$ cat src/rtl/keypad_pkg.sv
// Shared types and constants for the 4x4 keypad scanner.
package keypad_pkg;

    localparam int unsigned NUM_ROWS = 4;
    localparam int unsigned NUM_COLS = 4;

    // One column driven low; column 0 is active out of reset.
    localparam logic [NUM_COLS-1:0] COL_RESET = 4'b1110;

    typedef enum logic [1:0] {
        StIdle,
        StConfirm,
        StHeld,
        StRelease
    } state_e;

    // Result of looking at the rows for one driven column.
    typedef struct packed {
        logic       hit;    // exactly one row low
        logic       multi;  // two or more rows low
        logic [1:0] idx;    // index of the low row when hit
    } row_dec_t;

    function automatic row_dec_t decode_rows(input logic [NUM_ROWS-1:0] rows);
        row_dec_t    dec;
        int unsigned n_low;
        dec   = '0;
        n_low = 0;
        for (int i = 0; i < NUM_ROWS; i++) begin
            if (!rows[i]) begin
                n_low   = n_low + 1;
                dec.idx = 2'(i);
            end
        end
        dec.hit   = (n_low == 1);
        dec.multi = (n_low > 1);
        return dec;
    endfunction

endpackage

$ cat src/rtl/keypad_scanner_sync2.sv
// Two-flop synchronizer, resets to all ones (idle level of pulled-up inputs).
module sync2 #(
    parameter int unsigned Width = 4
) (
    input  logic             clk_i,
    input  logic             rst_ni,
    input  logic [Width-1:0] d_i,
    output logic [Width-1:0] q_o
);

    logic [Width-1:0] meta_q;
    logic [Width-1:0] sync_q;

    // Two-stage capture of the asynchronous input.
    always_ff @(posedge clk_i or negedge rst_ni) begin
        if (!rst_ni) begin
            meta_q <= '1;
            sync_q <= '1;
        end else begin
            meta_q <= d_i;
            sync_q <= meta_q;
        end
    end

    assign q_o = sync_q;

endmodule

$ cat src/rtl/keypad_scanner.sv
// 4x4 matrix keypad scanner: column drive, row sampling, frame decode and
// press/release debounce.
module keypad_scanner
    import keypad_pkg::*;
#(
    parameter int unsigned SCAN_DIV = 1000,
    parameter int unsigned DEBOUNCE = 4
) (
    input  logic                Clk,
    input  logic                Reset,
    input  logic [NUM_ROWS-1:0] Row,
    output logic [NUM_COLS-1:0] Col,
    output logic [3:0]          KeyCode,
    output logic                KeyValid,
    output logic                KeyHeld
);

    localparam int unsigned DwellW = $clog2(SCAN_DIV);
    localparam int unsigned CntW   = (DEBOUNCE > 1) ? $clog2(DEBOUNCE + 1) : 1;

    logic [NUM_ROWS-1:0] row_sync;

    logic [DwellW-1:0]   dwell_q;
    logic [1:0]          col_q;
    logic [NUM_COLS-1:0] col_drv_q;
    logic [1:0]          frame_hits_q;
    logic [3:0]          frame_code_q;
    logic                frame_bad_q;

    state_e              state_q;
    logic [3:0]          cand_q;
    logic [CntW-1:0]     cnt_q;
    logic [3:0]          key_code_q;
    logic                key_valid_q;
    logic                key_held_q;

    row_dec_t            dec;
    logic                sample;
    logic [1:0]          col_next;
    logic [1:0]          hits_base;
    logic [1:0]          hits_new;
    logic [3:0]          code_new;
    logic                bad_new;
    logic                frame_done;
    logic                frame_hit;
    logic [CntW-1:0]     cnt_inc;
    logic                cnt_at_limit;

    sync2 #(
        .Width(NUM_ROWS)
    ) u_row_sync (
        .clk_i (Clk),
        .rst_ni(Reset),
        .d_i   (Row),
        .q_o   (row_sync)
    );

    // Fold the current column's rows into the frame; column 0 starts a new frame.
    always_comb begin
        dec          = decode_rows(row_sync);
        sample       = (dwell_q == DwellW'(SCAN_DIV - 1));
        col_next     = col_q + 2'd1;
        hits_base    = (col_q == 2'd0) ? 2'd0 : frame_hits_q;
        hits_new     = (hits_base == 2'd2) ? 2'd2 : hits_base + {1'b0, dec.hit};
        bad_new      = (col_q == 2'd0) ? dec.multi : (frame_bad_q | dec.multi);
        code_new     = dec.hit ? {dec.idx, col_q} : frame_code_q;
        frame_done   = sample && (col_q == 2'd3);
        frame_hit    = frame_done && (hits_new == 2'd1) && !bad_new;
        cnt_inc      = cnt_q + CntW'(1);
        cnt_at_limit = (cnt_inc == CntW'(DEBOUNCE));
    end

    // Dwell counter, column drive and per-frame accumulation.
    always_ff @(posedge Clk or negedge Reset) begin
        if (!Reset) begin
            dwell_q      <= '0;
            col_q        <= 2'd0;
            col_drv_q    <= COL_RESET;
            frame_hits_q <= 2'd0;
            frame_code_q <= 4'd0;
            frame_bad_q  <= 1'b0;
        end else if (sample) begin
            dwell_q      <= '0;
            col_q        <= col_next;
            col_drv_q    <= ~(4'b0001 << col_next);
            frame_hits_q <= hits_new;
            frame_code_q <= code_new;
            frame_bad_q  <= bad_new;
        end else begin
            dwell_q      <= dwell_q + DwellW'(1);
        end
    end

    // Debounce FSM, evaluated once per frame; outputs are registered.
    always_ff @(posedge Clk or negedge Reset) begin
        if (!Reset) begin
            state_q     <= StIdle;
            cand_q      <= 4'd0;
            cnt_q       <= '0;
            key_code_q  <= 4'd0;
            key_valid_q <= 1'b0;
            key_held_q  <= 1'b0;
        end else begin
            key_valid_q <= 1'b0;
            if (frame_done) begin
                unique case (state_q)
                    StIdle: begin
                        if (frame_hit) begin
                            cand_q <= code_new;
                            if (DEBOUNCE == 1) begin
                                state_q     <= StHeld;
                                cnt_q       <= '0;
                                key_code_q  <= code_new;
                                key_valid_q <= 1'b1;
                                key_held_q  <= 1'b1;
                            end else begin
                                state_q <= StConfirm;
                                cnt_q   <= CntW'(1);
                            end
                        end
                    end
                    StConfirm: begin
                        if (frame_hit && (code_new == cand_q)) begin
                            if (cnt_at_limit) begin
                                state_q     <= StHeld;
                                cnt_q       <= '0;
                                key_code_q  <= cand_q;
                                key_valid_q <= 1'b1;
                                key_held_q  <= 1'b1;
                            end else begin
                                cnt_q <= cnt_inc;
                            end
                        end else begin
                            state_q <= StIdle;
                            cnt_q   <= '0;
                        end
                    end
                    StHeld: begin
                        if (!frame_hit) begin
                            if (DEBOUNCE == 1) begin
                                state_q    <= StIdle;
                                cnt_q      <= '0;
                                key_held_q <= 1'b0;
                            end else begin
                                state_q <= StRelease;
                                cnt_q   <= CntW'(1);
                            end
                        end
                    end
                    StRelease: begin
                        if (frame_hit) begin
                            state_q <= StHeld;
                            cnt_q   <= '0;
                        end else if (cnt_at_limit) begin
                            state_q    <= StIdle;
                            cnt_q      <= '0;
                            key_held_q <= 1'b0;
                        end else begin
                            cnt_q <= cnt_inc;
                        end
                    end
                    default: begin
                        state_q <= StIdle;
                        cnt_q   <= '0;
                    end
                endcase
            end
        end
    end

    assign Col      = col_drv_q;
    assign KeyCode  = key_code_q;
    assign KeyValid = key_valid_q;
    assign KeyHeld  = key_held_q;

endmodule

$ cat config.mk
export PLATFORM = sky130hd
export DESIGN_NAME = keypad_scanner
export DESIGN_NICKNAME = d
export VERILOG_FILES = /design/src/rtl/keypad_pkg.sv /design/src/rtl/keypad_scanner_sync2.sv /design/src/rtl/keypad_scanner.sv
export SDC_FILE = /design/constraint.sdc
export NUM_CORES = 1
export LEC_CHECK = 0
export CAP_MARGIN = 20
export CELL_PAD_IN_SITES_DETAIL_PLACEMENT = 0
export CELL_PAD_IN_SITES_GLOBAL_PLACEMENT = 1
export CORE_MARGIN = 10
export CORE_UTILIZATION = 40
export CTS_CLUSTER_SIZE = 10
export DETAILED_ROUTE_END_ITERATION = 6
export PLACE_DENSITY = 0.71
export SLEW_MARGIN = 15
export SYNTH_ARGS = -nofsm -noshare
export SYNTH_HDL_FRONTEND = slang
export SYNTH_SLANG_ARGS = --single-unit
$ cat constraint.sdc
create_clock -name Clk -period 11.39 [get_ports Clk]
set_clock_uncertainty 0.2 [all_clocks]
set_input_delay 2.278 -clock Clk [delete_from_list [all_inputs] [get_ports Clk]]
set_output_delay 2.278 -clock Clk [all_outputs]
set_load 0.02 [all_outputs]
=== After elaboration in Yosys (flattened, before gate mapping) ===
Cells that the tools add are included.

* Register bits: 46
* Bits of input ports: 6
* Output and inout bits: 10
* Logic and storage cells: 90

* Add/sub/neg operators: 7
* $lt $le $gt $ge: 1
* Eq/ne operators: 18
* Shift-type cells: 1
* Multiplexer cells: 34
* Bitwise logic cells: 2
* Reduce and logical (&&, ||, !) cells: 13

{| class="wikitable"
|+ Operators by type and width
! cell !! count
|-
| adder 32 x 1 -> 32 bit (second input constant) || 3
|-
| two-way mux 32 bit || 3
|-
| == test 32 x 1 -> 1 bit (second input constant) || 1
|-
| > comparator 32 x 1 -> 1 bit (second input constant) || 1
|-
| two-way mux 2 bit || 10
|-
| two-way mux 3 bit || 5
|-
| != test 2 bit (second input constant) || 6
|-
| case mux 3 bit (4 select lines) || 1
|-
| two-way mux 1 bit || 11
|-
| adder 10 x 1 -> 10 bit (second input constant) || 1
|-
| == test 10 bit (second input constant) || 1
|-
| two-way mux 10 bit || 1
|-
| == test 2 bit (second input constant) || 4
|-
| case mux 2 bit (4 select lines) || 1
|-
| != test 3 bit (second input constant) || 2
|-
| AND reduction 3 bit || 2
|-
| AND reduction 6 bit || 1
|-
| AND reduction 5 bit || 1
|-
| == test 2 x 1 -> 1 bit (second input constant) || 2
|-
| == test 4 bit || 1
|-
| logical AND 1 bit || 4
|-
| logical NOT 2 bit || 2
|-
| two-way mux 4 bit || 1
|-
| NOT 4 bit || 1
|-
| other kinds (10) || 10
|}

=== Depth between registers and ports, before layout ===
Gate-level depths: netlist of the first run.

* Depth after elaboration: 17
* Mapped depth: 17
* Mapped depth without buffers: 16

=== Modules after synthesis ===
From an unflattened synthesis of the first run, not the netlist that was laid out.

* Cell total of the unflattened synthesis: 218
* Area total of the unflattened synthesis: 2367.3 µm²

{| class="wikitable"
|+ By module, submodules not included
! module !! instances !! cells an instance !! area an instance (µm²) !! seq. area each (µm²)
|-
| keypad_scanner || 1 || 210 || 2157.1 || 954.7
|-
| sync2 || 1 || 8 || 210.2 || 210.2
|}

=== Worst setup path before layout of the first run ===
OpenSTA, ideal clock, no wires.

* Path kind: reg-to-reg
* From: register u_row_sync.sync_q[0], in the netlist u_row_sync.q_o[0]
* To: register key_code_q[0], in the netlist KeyCode[0]
* Library setup time: 0.125 ns
* Arrival time: 3.926 ns
* Data required time: 11.065 ns
* Setup slack: 7.139 ns
* Cell stages (with the launch flop): 17
* Buffers on the path: 1
* Period minus slack after synthesis: 4.251 ns
* Cell sequence: dfstp_2 -> inv_1 -> ha_1 -> xnor2_1 -> ha_1 -> and2b_1 -> xnor2_2 -> a211oi_2 -> ha_1 -> nand3_1 -> o22a_1 -> or4_1 -> buf_2 -> nor3_4 -> nand4b_4 -> nor2_4 -> mux2_4

* Cells in the longest elaborated chain, start to end: 15
* Elaborated cells between the ends (all ways): 21
* Those cells by class: add/sub (4); order compare (1); eq/ne (3); mux (7); bitwise (1); reduce/logical (5)

{| class="wikitable"
|+ Ends and longest elaborated chain
! item !! line !! text
|-
| from (decl) || keypad_scanner_sync2.sv:12 || <nowiki>logic [Width-1:0] sync_q;</nowiki>
|-
| from (signal assigned) || keypad_scanner_sync2.sv:21 || <nowiki>sync_q <= meta_q;</nowiki>
|-
| two-way mux 1 bit * || keypad_pkg.sv:30 || <nowiki>if (!rows[i]) begin</nowiki>
|-
| adder 32 x 1 -> 32 bit || keypad_pkg.sv:31 || <nowiki>n_low = n_low + 1;</nowiki>
|-
| two-way mux 32 bit * || keypad_pkg.sv:30 ||
|-
| adder 32 x 1 -> 32 bit || keypad_pkg.sv:31 ||
|-
| two-way mux 32 bit * || keypad_pkg.sv:30 ||
|-
| adder 32 x 1 -> 32 bit || keypad_pkg.sv:31 ||
|-
| two-way mux 32 bit * || keypad_pkg.sv:30 ||
|-
| parallel branches: the longest is 6 deep, another holds > comparator 32 x 1 -> 1 bit || - ||
|-
| logical AND 1 bit * || keypad_scanner.sv:123 || <nowiki>if (frame_hit && (code_new == cand_q)) begin</nowiki>
|-
| AND reduction 4 bit (no source line) * || - ||
|-
| to (signal assigned) || keypad_scanner.sv:113 || <nowiki>key_code_q <= code_new;</nowiki>
|-
| to (signal assigned) || keypad_scanner.sv:127 || <nowiki>key_code_q <= cand_q;</nowiki>
|-
| to (decl) || keypad_scanner.sv:33 || <nowiki>logic [3:0] key_code_q;</nowiki>
|}

Every way passes the cells marked *.
A chain may end at the register's enable or synchronous reset.

=== Final worst setup path of the first run ===
* From: register u_row_sync.sync_q[0], in the netlist u_row_sync.q_o[0]
* To: register key_code_q[3], in the netlist KeyCode[3]

The elaborated chain is that of the path after synthesis.

==> results of run 1 <==
## through the flow
step           hold WS (ns)  area [um^2]  util [%]  std cells
6_report              0.158         2680      48.1        308
5_1_grt               0.162         2680      48.1        308
4_1_cts               0.159         2660      47.8        307
3_5_place_dp          0.147         2550      45.8        299
3_3_place_gp          0.146         2550      45.8        299
2_1_floorplan         0.145         2330         -        216
## flip-flops by register name, indices dropped and copies added (netlist names)
signal and cells:
u_row_sync.q_o 4, dwell_q 10, cnt_q 3, frame_code_q 4, KeyValid 1, u_row_sync.meta_q 4
frame_bad_q 1, col_q 2, state_q 2, KeyHeld 1, cand_q 4, KeyCode 4
frame_hits_q 2, Col 4
## power groups by stage
stage / logic [mW] / clock network, mW / registers, mW
floorplan: 0.0162 / 0 / 0.169
global placement: 0.0230 / 0 / 0.170
detailed placement: 0.0232 / 0 / 0.170
CTS: 0.0232 / 0.118 / 0.167
global route: 0.0263 / 0.124 / 0.167
finish: 0.0234 / 0.113 / 0.167
## critical path: cells and delay by family, from the launching register on
| kind | cells | cell delay (ns) |
|---|---|---|
| AO/OA/AOI/OAI | 2 | 0.72 |
| XOR/XNOR | 2 | 0.36 |
| adder cells (fa/ha/maj) | 3 | 0.90 |
| buffers and inverters | 1 | 0.04 |
| flip-flops | 1 | 0.54 |
| multiplexers | 1 | 0.32 |
| AND/OR/NAND/NOR | 6 | 1.49 |
## synthesized netlist by cell type, types with 2 or more instances
cell type,instances
ha_1,12
o21ai_0,20
xor2_1,6
xnor2_1,7
nor2_1,16
a21oi_1,7
nand2b_1,3
a21o_1,3
nor3_1,2
dfstp_2,11
nor2b_1,2
and2_1,2
or3_1,2
dfrtp_1,35
nand3_1,7
mux2i_1,5
mux2_4,4
clkbuf_1,3
o21ai_1,2
mux2_2,3
a31oi_1,2
inv_1,11
nand2_1,22
## area by class of cell
cell class / instances / area, um^2 / area share, %
clock buffer: 8 / 110 / 4.10
inverter: 11 / 41.3 / 1.54
multi-input combinational: 154 / 1100 / 41.2
sequential: 46 / 1160 / 43.4
tap: 72 / 90.1 / 3.36
timing repair buffer: 17 / 173 / 6.43
## cells in the final DEF, fill, tap and decap left out, drive strengths merged, types with 3 or more instances in the layout
cell type and n:
clkbuf 8, nor2 17, mux2i 5, xor2 6, o21ai 22, buf 3
a21o 3, nand2 23, xnor2 8, nand3 7, dfrtp 35, ha 12
mux2 7, nand2b 3, inv 11, clkdlybuf4s50 14, dfstp 11, a21oi 8
nor3 4
## cell families (layout without fill, tap and decap cells)
| group | Yosys count | count (layout) |
|---|---|---|
| xor+xnor | 14 | 14 |
| simple gates | 68 | 68 |
| flops | 46 | 46 |
| compound gates | 48 | 48 |
| buf+inv | 16 | 36 |
| fa+ha+maj | 12 | 12 |
| mux | 12 | 12 |
## final timing paths
| check | end | slack [ns] | cells after the start |
|---|---|---|---|
| hold / removal | u_row_sync.q_o[0] | 0.16 | 0 |
| setup reg to reg | KeyCode[3] | 6.72 | 15 |
| setup / recovery | KeyCode[3] | 6.72 | 15 |
| min in group asynchronous | cnt_q[1] | 1.69 | 1 |
| max in group asynchronous | u_row_sync.q_o[0] | 8.74 | 2 |
| hold reg to reg | u_row_sync.q_o[0] | 0.16 | 0 |
## layer usage
metal / wire (um) / part of all wire, %
met1: 1900 / 48
met2: 1810 / 46
met3: 195 / 4.9
met4: 52 / 1.3
met5: 0 / 0
==> metrics, run 1 <==
status finished, final reports clean; vias in the first global route 1560; combinational fraction of design power 7.7%; core footprint 5570 um^2; max incr delay on CP 0.57 ns; CTS buffer count 5; RD Place Congestion 0.805; share of the synthesized area in the top cell type 37.5%; row cnt 27; pre-CTS WS 6.70 ns; FILL cells 523; full die area 9290 um^2; All-Layer GR Usage 9.34%; Post-Synth Adder-Cell Area 6.43%; clock root buffer clkbuf_8; M2 GR Usage 15.3%; EDFF count, synth 0; CP required 11.37 ns; Antenna Cells 0; Async SR Flop Fraction 100%; Synth Register Bits 46; Critical Path Start u_row_sync.q_o[0]; Initial Utilization 41.9%; Synth Area in XOR/XNOR 5.57%; die span in y 96.4 um; FMAX 0.214 GHz; post-synthesis sequential area ratio 49.9%; TritonCTS clock tree done; CTS clk-pin slew, worst paths 0.08 ns; Syn Area/Cell 10.8 um^2; DP HPWL 2880 um; Worst Setup Slack, final 6.72 ns; Int Pwr 0.236 mW; Setup CP Type flop to flop; crit-path cells inv_1 > ha_1 > xnor2_1 > ha_1 > and2b_1 > xnor2_2 > a211oi_2 > ha_1 > nand3_1 > o22a_1 > or4_1 > nor3_4 > nand4b_4 > nor2_4 > mux2_4; worst-skew pair later-pin latency 0.29 ns; unrepaired setup endpoints after global routing false; Yosys cell types 52; number of port buffers 15; Pwr Density 113 nW/um^2; Sw Ratio 22.0%; Simple-Gate Fraction of Synth Area 15.7%; First DRT Iteration DRCs 46; DR vias 1545; post-cts sizing count 0; busiest layer in global routing met2; Synth Flop Type dfrtp_1; max cap viols 0; Mapped Cells 216; CTS Hold Bufs 0; max-slew violation count 0; Worst Tran Pin Value 0.591 ns; clock power share 37.2%; Post-DRT Antenna Nets 0; Net Switching 0.0666 mW; first-pass GRT wire length 6980 um; I/O Pins 16; Compound-Gate Fraction of Synth Area 13.5%; Clock Path Buffers 2; Power Total 0.303 mW; CP startpoint kind flop; H-tree levels 2; Flop pwr share 55.1%; top cells by area, synth dfrtp_1, dfstp_2, ha_1, o21ai_0, nand2_1; Setup Viol. Count Final 0; initial antenna violation count 0; largest net degree at the start of global routing 47; Post-route DRC 0; total wire length 3950 um; Synth warnings 0; Mapped Nets 234; Critical Path AT 4.66 ns; P_leak 1.19 nW; Area Growth Syn to Fin 15.0%; crit path capture type flop; post-synth top area cell dfrtp_1; Fin Setup TNS 0 ns; CTS Sinks 46; Critical R2R Launch u_row_sync.q_o[0]; WL/cell 12.8 um; Top cell by count, worst path ha_1; fin crit share 41.0%; largest family of logic cells by synthesized area simple AND/OR/NAND/NOR gates; post-CTS setup buffers 0; CP max-delay cell or4_1; aggregate global routing overflow 0; mux cell area share after synthesis 6.16%; Final Hold Violating Endpoints 0; met1 global-route usage 11.2%; worst ir drop on vdd 0.0568 mV; final net count 253; Final min period 4.67 ns; M3 GR Usage 3.24%; crit path max fanout 7; post-synthesis cell area 2330 um^2; slew margin rel. 60.5%; share of cells above drive strength 1 16.9%; drt via density 5.02; HP Start u_row_sync.meta_q[0]; DIE WIDTH 96.4 um; DR pass1 iterations 4; Hold Crit Class flop to flop
Power figures use the tool's default switching activity.
==> run 2, diff against run 1 <==
Clock period 11.39 ns to 4.5 ns, I/O delays scaled along.
==> metrics, run 2 (synthesis results as in run 1) <==
largest net degree at the start of global routing 47 (unchanged); FF-to-FF setup slack 0.32 ns (-6.40 ns); max cap viols 0 (unchanged); DIE WIDTH 96.4 um (unchanged); pre-CTS WS 0.299 ns (-6.40 ns); Hold Crit Class flop to flop; fin cells 310 (+0.65%); RD Place Congestion 0.825 (+2.5%); share of cells above drive strength 1 17.6% (+0.70 points); first-pass GRT wire length 7090 um (+1.7%); First DRT Iteration DRCs 15 (-67%); aggregate global routing overflow 0 (unchanged); Worst Hold End u_row_sync.q_o[1]; Clock Path Buffers 2 (unchanged); worst-skew pair later-pin latency 0.29 ns (about the same); row cnt 27 (unchanged); slew margin rel. 64.4% (+3.8 points); DR pass1 iterations 4 (unchanged); post-cts sizing count 0 (unchanged); number of port buffers 15 (unchanged); unrepaired setup endpoints after global routing false; CP required 4.49 ns (-6.88 ns); Reg with most FFs dwell_q; fin crit share 92.9% (+52 points); die span in y 96.4 um (unchanged); CP max-delay cell dfstp_2; most common cell after layout, fill and taps aside dfrtp_1; crit path capture type flop; worst ir drop on vdd 0.178 mV (+210%); cell depth of the worst hold path 0 (unchanged); Post-DRT Antenna Nets 0 (unchanged); Antenna Cells 0 (unchanged); HP Start u_row_sync.meta_q[1]; CP startpoint kind flop; max FFs per register 10 (unchanged); DP Cell Count 301 (+0.67%); FMAX 0.239 GHz (+12%); WL/cell 12.7 um (-0.97%); clock root buffer clkbuf_8; Top cell by count, worst path ha_1; CTS buffer count 5 (unchanged); Area Growth Syn to Fin 15.0% (unchanged); Worst Setup Slack, final 0.318 ns (-6.40 ns); full die area 9290 um^2 (unchanged); vias in the first global route 1537 (-1.5%); All-Layer GR Usage 9.63% (+0.29 points); CP top delay family compound AO/OA/AOI/OAI gates; crit-path cells inv_1 > ha_1 > xnor2_1 > ha_1 > and2b_1 > xnor2_2 > a211oi_2 > ha_1 > nand3_1 > o22a_1 > or4_1 > buf_4 > o21ai_0 > nand2_1 > a32o_1; Pwr Density 277 nW/um^2 (+150%); RR Endpoint cnt_q[1]; drt via density 4.97 (-0.84%); initial antenna violation count 0 (unchanged); Setup Viol. Count Final 0 (unchanged); Post-route DRC 0 (unchanged); P_leak 1.19 nW (about the same); Critical Path Start u_row_sync.q_o[1]; CTS Hold Bufs 0 (unchanged); Final min period 4.18 ns (-0.493 ns); CTS clk-pin slew, worst paths 0.08 ns (about the same); Fin Setup TNS 0 ns (unchanged); crit path max fanout 6 (-1); commonest non-fill, non-tap cells in the layout dfrtp_1, nand2_1, o21ai_0, nor2_1, clkdlybuf4s50_1; total wire length 3940 um (-0.33%); max-slew violation count 0 (unchanged); Critical R2R Launch u_row_sync.q_o[1]; I/O Pins 16 (unchanged); Worst R2R Path Depth 15 (unchanged); post-CTS setup buffers 0 (unchanged); post-route core utilization 48.1% (unchanged); CP bufs+invs 2 (+1); Setup CP Type flop to flop; Worst Tran Pin Value 0.530 ns (-0.0610 ns); DP HPWL 2860 um (-0.73%); DR vias 1542 (-0.19%); core footprint 5570 um^2 (unchanged); H-tree levels 2 (unchanged); Critical Path AT 4.17 ns (-0.49 ns); Final Hold Violating Endpoints 0 (unchanged); final net count 255 (+0.79%); FILL cells 529 (+1.1%); TritonCTS clock tree done; CTS Sinks 46 (unchanged); status finished, final reports clean; Initial Utilization 41.9% (unchanged); max incr delay on CP 0.53 ns (-0.04 ns)
## run 2: cell types whose count changed in the layout (fill, tap and decap cells not counted), sizes merged
cell,change
buf,+2
clkbuf,-2
clkinv,+1
clkinvlp,+1
## run 2: final cells by class
| cell class | instances | area [um^2] | area share (%) |
|---|---|---|---|
| Sequential cell | 46 | 1160 | 43.4 |
| Multi-Input combinational cell | 154 | 1100 | 41.2 |
| Timing Repair Buffer | 19 | 188 | 6.99 |
| Tap cell | 72 | 90.1 | 3.36 |
| Clock buffer | 6 | 82.6 | 3.08 |
| Inverter | 11 | 41.3 | 1.54 |
| Clock inverter | 2 | 12.5 | 0.466 |
## run 2: metal layers
layer / GRT usage, % / part of all wire, %
met5: 0 / 0
met4: 2.91 / 1.1
met3: 3.55 / 4.8
met2: 15.1 / 45
met1: 12.1 / 49
## run 2: power by group
group          leakage [nW]  total, mW  internal [mW]  switching [mW]
combinational         0.552     0.0636         0.0264          0.0372
sequential            0.590      0.422          0.420         0.00241
clock                0.0472      0.259          0.123           0.135
## run 2: worst max path at each step
stage,to,cells after the start
after global routing,cnt_q[1],15
after floorplan,KeyCode[0],16
final,cnt_q[1],15
after detailed placement,KeyCode[0],15
after CTS,KeyCode[0],15
after global placement,cnt_q[1],15
## run 2: stage by stage
| step | hold WS [ns] | instance area (um^2) | power (mW) |
|---|---|---|---|
| after global routing | 0.162 | 2680 | 0.784 |
| after floorplan | 0.145 | 2330 | 0.470 |
| after global placement | 0.146 | 2570 | 0.492 |
| after detailed placement | 0.147 | 2570 | 0.493 |
| after CTS | 0.159 | 2660 | 0.757 |
| final | 0.157 | 2680 | 0.744 |
==> run 3, diff against run 2 <==
Settings changed: PLACE_DENSITY 0.71 to 0.74.
Clock period 4.5 ns to 3.6 ns, I/O delays scaled along.
==> metrics, run 3 (synthesis results as in run 1) <==
FMAX 0.264 GHz (+10%); Critical Path AT 3.77 ns (-0.40 ns); WL/cell 12.8 um (+0.75%); RR Endpoint KeyCode[0]; crit path max fanout 5 (-1); drt via density 5.01 (+0.70%); DP HPWL 3020 um (+5.6%); register area 1160 um^2 (unchanged); FILL cells 497 (-6.0%); total wire length 4260 um (+8.2%); commonest non-fill, non-tap cells in the layout dfrtp_1, nand2_1, buf_4, o21ai_0, nor2_1; fin crit share 105% (+12 points); P_leak 1.31 nW (+10%); initial antenna violation count 0 (unchanged); Worst R2R Path Depth 15 (unchanged); Power Total 0.965 mW (+30%); die span in y 96.4 um (unchanged); worst-skew pair later-pin latency 0.30 ns (about the same); Hold Crit Class input port to async pin; Area Growth Syn to Fin 27.9%; aggregate global routing overflow 0 (unchanged); worst setup path end KeyCode[0]; Reg with most FFs dwell_q; Setup Viol. Count Final 9 (+9); DIE WIDTH 96.4 um (unchanged); H-tree levels 2 (unchanged); clock root buffer clkbuf_8; failing checks setup timing; final net count 278 (+9.0%); Worst Setup Slack, final -0.190 ns (-0.508 ns); worst ir drop on vdd 0.192 mV (+8.2%); Fin Setup TNS -1.31 ns (-1.31 ns); CP startpoint kind flop; most common cell after layout, fill and taps aside dfrtp_1; Initial Utilization 41.9% (unchanged); TritonCTS clock tree done; largest net degree at the start of global routing 47 (unchanged); Worst Tran Pin Value 0.592 ns (+0.0623 ns); status finished with violations; DR pass1 iterations 2 (-2); CTS Hold Bufs 0 (unchanged); Antenna Cells 0 (unchanged); max-slew violation count 0 (unchanged); All-Layer GR Usage 10.0% (+0.42 points); Multi-input gate area 1210 um^2 (+10%); Setup CP Type flop to flop; DR vias 1668 (+8.2%); share of cells above drive strength 1 30.3% (+13 points); DP Cell Count 318 (+5.6%); Final Hold Violating Endpoints 0 (unchanged); post-route core utilization 53.6% (+5.4 points); Placed Area 2750 um^2 (+7.1%); slew margin rel. 60.2% (-4.2 points); max FFs per register 10 (unchanged); CP required 3.58 ns (-0.91 ns); number of port buffers 15 (unchanged); Post-route DRC 0 (unchanged); Pwr Density 323 nW/um^2 (+16%); Clock Path Buffers 2 (unchanged); Hold Slack 0.135 ns (-0.0226 ns); row cnt 27 (unchanged); CTS buffer count 5 (unchanged); crit path capture type flop; Post-DRT Antenna Nets 0 (unchanged); cell area after layout 2990 um^2 (+11%); pre-CTS WS -0.406 ns (-0.705 ns); first-pass GRT wire length 7530 um (+6.2%); Critical Path Start u_row_sync.q_o[0]; FF-to-FF setup slack -0.19 ns (-0.51 ns); CTS Sinks 46 (unchanged); vias in the first global route 1686 (+9.7%); RD Place Congestion 0.802 (-2.9%); core footprint 5570 um^2 (unchanged); First DRT Iteration DRCs 25 (+10); Critical R2R Launch u_row_sync.q_o[0]; I/O Pins 16 (unchanged); unrepaired setup endpoints after global routing true; max cap viols 0 (unchanged); Final min period 3.79 ns (-0.392 ns); full die area 9290 um^2 (unchanged); fin cells 333 (+7.4%); CTS clk-pin slew, worst paths 0.08 ns (about the same)
-- run 3: changes by cell type in the layout (fill, tap and decap cells not counted), sizes merged --
| cell | previous run | this run |
|---|---|---|
| clkinvlp | 1 | 2 |
| clkinv | 1 | 0 |
| buf | 5 | 28 |
-- run 3: power by group --
| part | switching, mW | leakage [nW] | internal [mW] |
|---|---|---|---|
| clock | 0.169 | 0.0374 | 0.137 |
| combinational | 0.0629 | 0.683 | 0.0675 |
| sequential | 0.00348 | 0.590 | 0.525 |
| total | 0.236 | 1.31 | 0.729 |
-- run 3: per-layer routing --
metal | global-route usage (%) | part of all wire [%] | routed length, um | up-vias
li1 | - | - | - | 833
met1 | 12.5 | 47 | 1990 | 809
met2 | 16.7 | 48 | 2060 | 18
met3 | 2.16 | 3.7 | 157 | 8
met4 | 4.00 | 1.4 | 61 | 0
met5 | 0 | 0 | 0 | -
-- run 3: worst min-delay path by stage --
stage / endpoint / slack, ns / from
after CTS: u_row_sync.q_o[3] / 0.16 / u_row_sync.meta_q[3]
after global placement: u_row_sync.q_o[3] / 0.15 / u_row_sync.meta_q[3]
after detailed placement: u_row_sync.q_o[3] / 0.15 / u_row_sync.meta_q[3]
after global routing: cnt_q[0] / 0.14 / Reset
after floorplan: u_row_sync.q_o[0] / 0.15 / u_row_sync.meta_q[0]
final: cnt_q[0] / 0.13 / Reset
-- run 3: timing repair --
action	4_1_cts	5_1_grt
pin swaps	7	5
endpoints found under the hold margin	0	0
gates resized for setup	13	10
setup endpoints to repair	15	15
setup buffers	4	4
cloned	0	0
-- run 3: cell type report --
class	instances	area share [%]
multi-input cells	154	40.7
flip-flops and latches	46	39.0
repair buffers	42	13.0
well taps	72	3.02
clock buffers	6	2.43
inverters	11	1.38
clock inverters	2	0.503
-- run 3: worst max-delay path, cell delays in order (launching register included) --
cell	delay, ns
dfstp_2	0.54
inv_2	0.04
ha_4	0.25
xnor2_4	0.17
ha_4	0.23
nor2_4	0.14
a311oi_4	0.06
a211oi_4	0.24
ha_2	0.23
nand3_2	0.09
o22a_1	0.18
or4_4	0.44
nor3_4	0.18
nand4b_4	0.15
nor2_4	0.22
mux2_4	0.32
